**config.mk**
```make
export PLATFORM = sky130hd
export DESIGN_NAME = dmem_arbiter
export DESIGN_NICKNAME = d
export VERILOG_FILES = /design/src/rtl/dmem_arbiter.sv
export SDC_FILE = /design/constraint.sdc
export NUM_CORES = 1
export LEC_CHECK = 0
export CORE_AREA = 2 2 190 192
export CTS_CLUSTER_DIAMETER = 30
export DETAILED_ROUTE_END_ITERATION = 10
export DIE_AREA = 0 0 192 194
export DONT_BUFFER_PORTS = 1
export GPL_ROUTABILITY_DRIVEN = 0
export PLACE_DENSITY = 0.4
export SETUP_SLACK_MARGIN = 0.15
export SYNTH_ARGS = -nofsm -noshare
export SYNTH_HDL_FRONTEND = slang
export SYNTH_SLANG_ARGS = --single-unit
```
**constraint.sdc**
```tcl
create_clock -name clk -period 4.1 [get_ports clk]
set_input_delay 0.205 -clock clk [delete_from_list [all_inputs] [get_ports clk]]
set_output_delay 0.205 -clock clk [all_outputs]
set_load 0.01 [all_outputs]
```
**src/rtl/dmem_arbiter.sv**
```systemverilog
`default_nettype none
// ============================================================================
// Module   : dmem_arbiter
// Purpose  : Shares one 64-bit DataMemory between two requesters. Misaligned
//            requests are rejected locally. Define DMEM_ARB_RR_EN for
//            round-robin ties; otherwise port 0 has fixed priority.
// Revision : 1.0
// ============================================================================
module dmem_arbiter #(
  parameter int DMEM_ADDRESS_WIDTH = 20
) (
  input  logic                          clk,
  input  logic                          reset,
  input  logic                          p0_req,
  input  logic [DMEM_ADDRESS_WIDTH-1:0] p0_address,
  input  logic [63:0]                   p0_data_in,
  input  logic [7:0]                    p0_bytemask,
  input  logic                          p0_write,
  output logic                          p0_done,
  output logic                          p0_err,
  output logic [63:0]                   p0_data_out,
  input  logic                          p1_req,
  input  logic [DMEM_ADDRESS_WIDTH-1:0] p1_address,
  input  logic [63:0]                   p1_data_in,
  input  logic [7:0]                    p1_bytemask,
  input  logic                          p1_write,
  output logic                          p1_done,
  output logic                          p1_err,
  output logic [63:0]                   p1_data_out,
  output logic                          grant,
  output logic [DMEM_ADDRESS_WIDTH-1:0] mem_address,
  output logic [63:0]                   mem_data_in,
  output logic [7:0]                    mem_bytemask,
  output logic                          mem_write,
  output logic                          mem_start_access,
  input  logic                          mem_access_done,
  input  logic [63:0]                   mem_data_out
);

  localparam logic [1:0] ST_IDLE = 2'd0;
  localparam logic [1:0] ST_BUSY = 2'd1;
  localparam logic [1:0] ST_DONE = 2'd2;

  logic [1:0]                    state_q;
  logic [1:0]                    state_d;
  logic [DMEM_ADDRESS_WIDTH-1:0] cmd_address;
  logic [63:0]                   cmd_data_in;
  logic [7:0]                    cmd_bytemask;
  logic                          cmd_write;
  logic [63:0]                   rdata_q;
  logic                          err_q;
  logic                          grant_q;
  logic                          winner;
  logic                          take;
  logic                          win_misaligned;
  logic [DMEM_ADDRESS_WIDTH-1:0] win_address;
  logic [63:0]                   win_data_in;
  logic [7:0]                    win_bytemask;
  logic                          win_write;

`ifdef DMEM_ARB_RR_EN
  // Resets to 1 so that port 0 wins the first contested grant.
  logic last_grant;

  always_ff @(posedge clk) begin
    if (!reset) begin
      last_grant <= 1'b1;
    end else if (take) begin
      last_grant <= winner;
    end
  end

  always_comb begin
    if (p0_req && p1_req) begin
      winner = ~last_grant;
    end else begin
      winner = ~p0_req;
    end
  end
`else
  always_comb begin
    winner = ~p0_req;
  end
`endif

  always_comb begin
    win_address    = winner ? p1_address  : p0_address;
    win_data_in    = winner ? p1_data_in  : p0_data_in;
    win_bytemask   = winner ? p1_bytemask : p0_bytemask;
    win_write      = winner ? p1_write    : p0_write;
    win_misaligned = |win_address[2:0];
    take           = (state_q == ST_IDLE) && (p0_req || p1_req);
  end

  always_ff @(posedge clk) begin
    if (!reset) begin
      state_q <= ST_IDLE;
    end else begin
      state_q <= state_d;
    end
  end

  always_comb begin
    state_d = state_q;
    case (state_q)
      ST_IDLE: if (p0_req || p1_req) state_d = win_misaligned ? ST_DONE : ST_BUSY;
      ST_BUSY: if (mem_access_done) state_d = ST_DONE;
      ST_DONE: state_d = ST_IDLE;
      default: state_d = ST_IDLE;
    endcase
  end

  always_comb begin
    mem_start_access = (state_q == ST_BUSY);
    p0_done          = (state_q == ST_DONE) && !grant_q;
    p1_done          = (state_q == ST_DONE) &&  grant_q;
    p0_err           = p0_done && err_q;
    p1_err           = p1_done && err_q;
    p0_data_out      = rdata_q;
    p1_data_out      = rdata_q;
    grant            = grant_q;
    mem_address      = cmd_address;
    mem_data_in      = cmd_data_in;
    mem_bytemask     = cmd_bytemask;
    mem_write        = cmd_write;
  end

  // Command is frozen from the grant until the next grant, keeping mem_* stable.
  always_ff @(posedge clk) begin
    if (!reset) begin
      cmd_address  <= '0;
      cmd_data_in  <= '0;
      cmd_bytemask <= '0;
      cmd_write    <= 1'b0;
      err_q        <= 1'b0;
      grant_q      <= 1'b0;
      rdata_q      <= '0;
    end else begin
      if (take) begin
        cmd_address  <= win_address;
        cmd_data_in  <= win_data_in;
        cmd_bytemask <= win_bytemask;
        cmd_write    <= win_write;
        err_q        <= win_misaligned;
        grant_q      <= winner;
      end
      if ((state_q == ST_BUSY) && mem_access_done && !cmd_write) begin
        rdata_q <= mem_data_out;
      end
    end
  end

endmodule
`default_nettype wire
```
# Word level (Yosys, flattened, before mapping)
# Cells that the tools add are included.
[classes]
magnitude_cmp = 0
div_mod_pow = 0
bitwise = 1
n_mul = 0
n_addsub = 0
mux = 8
n_shift = 0
n_eq_ne = 4
reduce_logical = 13
[ops]
columns = ["cell", "count"]
rows = [
  ["2-to-1 mux 64 bit", 1],
  ["2-to-1 mux 20 bit", 1],
  ["2-to-1 mux 8 bit", 1],
  ["logical AND 1 bit", 7],
  ["2-to-1 mux 2 bit", 3],
  ["inequality test 2 x 1 -> 1 bit, second input constant", 2],
  ["case mux 2 bit (2 select lines)", 1],
  ["OR reduction 3 bit", 1],
  ["equality test 2 x 1 -> 1 bit, second input constant", 1],
  ["equality test 2 bit, second input constant", 1],
  ["logical NOT 1 bit", 2],
  ["logical NOT 2 bit", 1],
  ["AND reduction 2 bit", 1],
  ["logical OR 1 bit", 1],
  ["2-to-1 mux 1 bit", 1],
  ["inverter 1 bit", 1],
]
[word_totals]
inputBits = 255
mem_bits_rw = 0
output_inout_bits = 227
mem_count = 0
regBits = 161
romBits = 0
elab_cells = 34
latch_bits = 0

# Longest topological paths before layout
[depth]
depth_word = 5
mapped_depth = 8
depth_no_buf = 3

# Worst setup path before layout
# OpenSTA, ideal clock, no wires.
[synth_timing]
path_kind = "input to register"
start = "input port p0_req"
end = "register cmd_data_in[13] (netlist: mem_data_in[13])"
t_arrival_ps = 1353
n_path_buf = 5
setup_time_ps = 81
required_ps = 4019
path_stages = 8
setup_slack_ps = 2665
path_cell_list = "buf_2 > or2_1 > buf_2 > and2_1 > buf_2 > buf_6 > buf_6 > a211oi_2"
[synth_via]
elab_chain_cells = 2
word_cells_on_any_way = 3
classes_between = "mux (1); reduce/logical (2)"
[synth_rtl]
columns = ["element", "line_no", "source"]
rows = [
  ["start: declaration", "14", "input logic p0_req,"],
  ["logical OR 1 bit", "92", "take = (state_q == ST_IDLE) && (p0_req || p1_req);"],
  ["logical AND 1 bit", "92", ""],
  ["end signal: assignment", "141", "cmd_data_in <= win_data_in;"],
  ["end: declaration", "47", "logic [63:0] cmd_data_in;"],
]
# Parallel ways exist; a longest one is shown, timed or not.
# A chain may end at the register's enable or synchronous reset.

# Worst setup path in the final report
[layout_timing]
start = "register state_q[1]"
end = "register state_q[0]"
[layout_via]
elab_chain_cells = 3
word_cells_on_any_way = 6
classes_between = "eq/ne (3); mux (1); reduce/logical (2)"
[layout_rtl]
columns = ["element", "line_no", "source"]
rows = [
  ["start: declaration", "44", "logic [1:0] state_q;"],
  ["start signal: assignment", "99", "state_q <= state_d;"],
  ["equality test 2 x 1 -> 1 bit / logical NOT 2 bit (equally long branches)", "105", "case (state_q)"],
  ["inequality test 2 x 1 -> 1 bit (no source line)", "-", ""],
  ["AND reduction 2 bit (no source line)", "-", ""],
]
# Parallel ways exist; a longest one is shown, timed or not.

==> metrics.md <==
| Metric | Value |
|---|---|
| Worst EP required | `4480 ps` |
| Final HPWL DP | `approximately 16000 µm` |
| Die Area | `between 0.03 and 0.04 mm²` |
| Avg Cell Area, Syn | `between 9 and 10 µm²` |
| Slew @ Worst Pin | `approximately 1100 ps` |
| Sequential share of the synthesized area | `43.9%` |
| TritonRoute pass-1 iters | `4` |
| Gate Count Post-Synth | `793` |
| H-tree depth | `4` |
| Critical path launch point type | `flop` |
| Fmax | `between 300 and 400 MHz` |
| Pin count of the biggest net entering global routing | `a little under 100` |
| Logic pwr share | `12.8%` |
| CTS buffer count | `17` |
| Period Utilization, post-route | `62.4%` |
| P&R area growth vs syn | `17.6%` |
| DRT iter0 DRCs | `238` |
| Setup TNS | `0 ps` |
| Root Buffer | `clkbuf_16` |
| Max-slew violations | `0` |
| DR vias | `5727` |
| Synth Cell Area | `0.00734 mm²` |
| Number of post-CTS setup repair buffers | `0` |
| Clk sink count | `roughly 160` |
| Psw | `between 1 and 1.5 mW` |
| Crit path arrival time | `2940 ps` |
| I/O Buffers | `0` |
| CP Class | `reg -> reg` |
| Maxcap violations | `0` |
| VDD IR max | `roughly 0.28 mV` |
| Number of global-route vias before repair | `~5700` |
| Pwr/cell area | `approximately 450 mW/mm²` |
| Sw frac | `~28%` |
| Total global-route track usage | `around an eighth` |
| Die width | `192 µm` |
| Syn Nets | `approximately 1000` |
| Reg power frac | `a little under half` |
| RSZ-0062 raised after global routing | `false` |
| CTS tree | `done` |
| Most frequent cells in the layout | `dfxtp_1 (161), a21oi_1 (158), nand2_1 (130), mux2i_1 (93), dlygate4sd3_1 (85)` |
| Nets | `around 1000` |
| Final total power | `between 3 and 4 mW` |
| Overflow left after global routing | `0` |
| Clock Skew | `approximately 9.5 ps` |
| Initial antenna violation count | `1` |
| Worst-Skew Late Latency | `~430 ps` |
| Clock power share | `between 40% and 50%` |
| Most common cell after layout, fill and taps aside | `dfxtp_1` |
| First-pass GRT wire length | `~35000 µm` |
| CP bufs+invs | `3` |
| Fraction of layout cells with a size suffix above 1 | `around an eighth` |
| Synth Warn # | `0` |
| Starting Density | `between 20% and 30%` |
| Avg WL per Cell | `19.4 µm` |
| CP max stage cell | `dlygate4sd3_1` |
| Worst path max stage delay | `~540 ps` |
| Diode count | `0` |
| Setup violations, final | `0` |
| CTS clk-pin slew, worst paths | `60 ps` |
| Leak | `about 3.1 nW` |
| Core ar. | `about 0.035 mm²` |
| Via/cell ratio | `4.62` |
| Int Power | `about 2.8 mW` |
| Min Tclk post-route | `around 2600 ps` |
| Remaining antenna violation count | `0` |
| Min-delay worst type | `in -> reg` |
| Synthesized flop and latch total | `approximately 160` |
| Final Hold Fails | `0` |
| Yosys cell types | `26` |
| Slew headroom | `between 20% and 30%` |
| Cell Chain, Critical Path | `nor2_4 -> buf_4 -> and2_4 -> buf_12 -> a32o_1 -> dlygate4sd3_1` |
| Post-Route WL | `roughly 24000 µm` |
| Crit path max-delay family | `buffers and inverters` |
| Clk buf depth | `2` |
| Row cnt | `69` |
| Critical Path Sink Type | `flop` |
| DIE HEIGHT | `between 150 and 200 µm` |
| Outcome | `complete, no violations` |
| CP max FO | `between 90 and 100` |
| Num ports | `between 400 and 500` |
| DRC | `0` |
-- metrics by stage --
stage	util (%)	setup WS (ps)	cell area [µm²]	std cells	hold slack [ps]
4_1_cts	24.5	1500	8630	1239	0.165
2_1_floorplan	-	2670	7340	793	341
5_1_grt	24.5	1390	8630	1239	3.19
3_5_place_dp	20.5	2000	7210	1122	344
6_report	24.5	1540	8630	1239	26.7
3_3_place_gp	20.5	2020	7210	1122	336
-- cell type report --
cell class | count | area [µm²]
Sequential cell | 161 | 3220
Multi-Input combinational cell | 493 | 3330
Tap cell | 461 | 577
Clock buffer | 22 | 474
Clock inverter | 10 | 98.8
Inverter | 1 | 8.76
Timing Repair Buffer | 91 | 921
Fill cell | 3811 | 26600
-- worst register-to-register path: stages, from the launching register on --
cell	delay, ps
dfxtp_1	390
nor2_4	120
buf_4	460
and2_4	250
buf_12	420
a32o_1	330
dlygate4sd3_1	540
-- metal layers --
metal  vias to the layer above  part of all wire, %  global-route usage, %
li1                       2689                    -                      -
met1                      2699                   40                   13.7
met2                       297                   48                   21.2
met3                        42                  9.4                   5.09
met4                         0                  2.6                   5.43
met5                         -                    0                      0
-- Yosys cell counts --
library cell | n | share of area (%)
a211oi_1 | 45 | 4.6
a211oi_2 | 49 | 8.4
a21oi_1 | 158 | 11
a32o_1 | 1 | 0.14
and2_1 | 3 | 0.26
and3_1 | 1 | 0.085
buf_1 | 10 | 0.51
buf_2 | 15 | 1.0
buf_4 | 64 | 6.5
buf_6 | 6 | 0.92
clkbuf_1 | 43 | 2.2
dfxtp_1 | 161 | 44
inv_2 | 1 | 0.051
mux2i_1 | 93 | 13
nand2_1 | 130 | 6.6
nand3_1 | 1 | 0.068
nand4bb_1 | 1 | 0.15
nor2_1 | 1 | 0.051
nor2_2 | 1 | 0.085
nor2b_1 | 3 | 0.26
nor4bb_1 | 1 | 0.14
o22ai_1 | 1 | 0.085
o32ai_1 | 1 | 0.12
o41ai_1 | 1 | 0.12
or2_1 | 1 | 0.085
or4b_2 | 1 | 0.14
-- sequential cells by signal (all words and copies together) (netlist names) --
name	cells
mem_data_in	64
p0_data_out	64
mem_address	20
mem_bytemask	8
state_q	2
err_q	1
grant	1
mem_write	1
-- final timing paths --
kind,from,to,slack [ps],cells after the start
max,state_q[1]$_SDFFE_PN0P_,state_q[0]$_SDFFE_PN0P_,1540,6
min,p1_bytemask[2],mem_bytemask[2]$_SDFFE_PN0P_,30,2
max reg2reg,state_q[1]$_SDFFE_PN0P_,state_q[0]$_SDFFE_PN0P_,1540,6
min reg2reg,p0_data_out[36]$_SDFFE_PN0P_,p0_data_out[36]$_SDFFE_PN0P_,560,2
-- timing repair --
item | in CTS | in global routing
hold buffers | 85 | 0
gates resized for setup | 0 | 0
endpoints found under the hold margin | 78 | 0
-- kinds of logic after synthesis --
kind of cell / synth area share, %
compound gates: 24.2
buf+inv: 11.3
flops: 43.9
mux: 12.7
simple gates: 7.96
-- power by group through the flow --
stage	combinational [mW]	sequential, mW	clock, mW
finish	0.500	1.84	1.57
global route	0.554	1.85	1.70
CTS	0.507	1.84	1.64
detailed placement	0.438	1.88	0
global placement	0.431	1.88	0
floorplan	0.392	1.83	0
No activity file was read; power rests on OpenSTA's default activity.
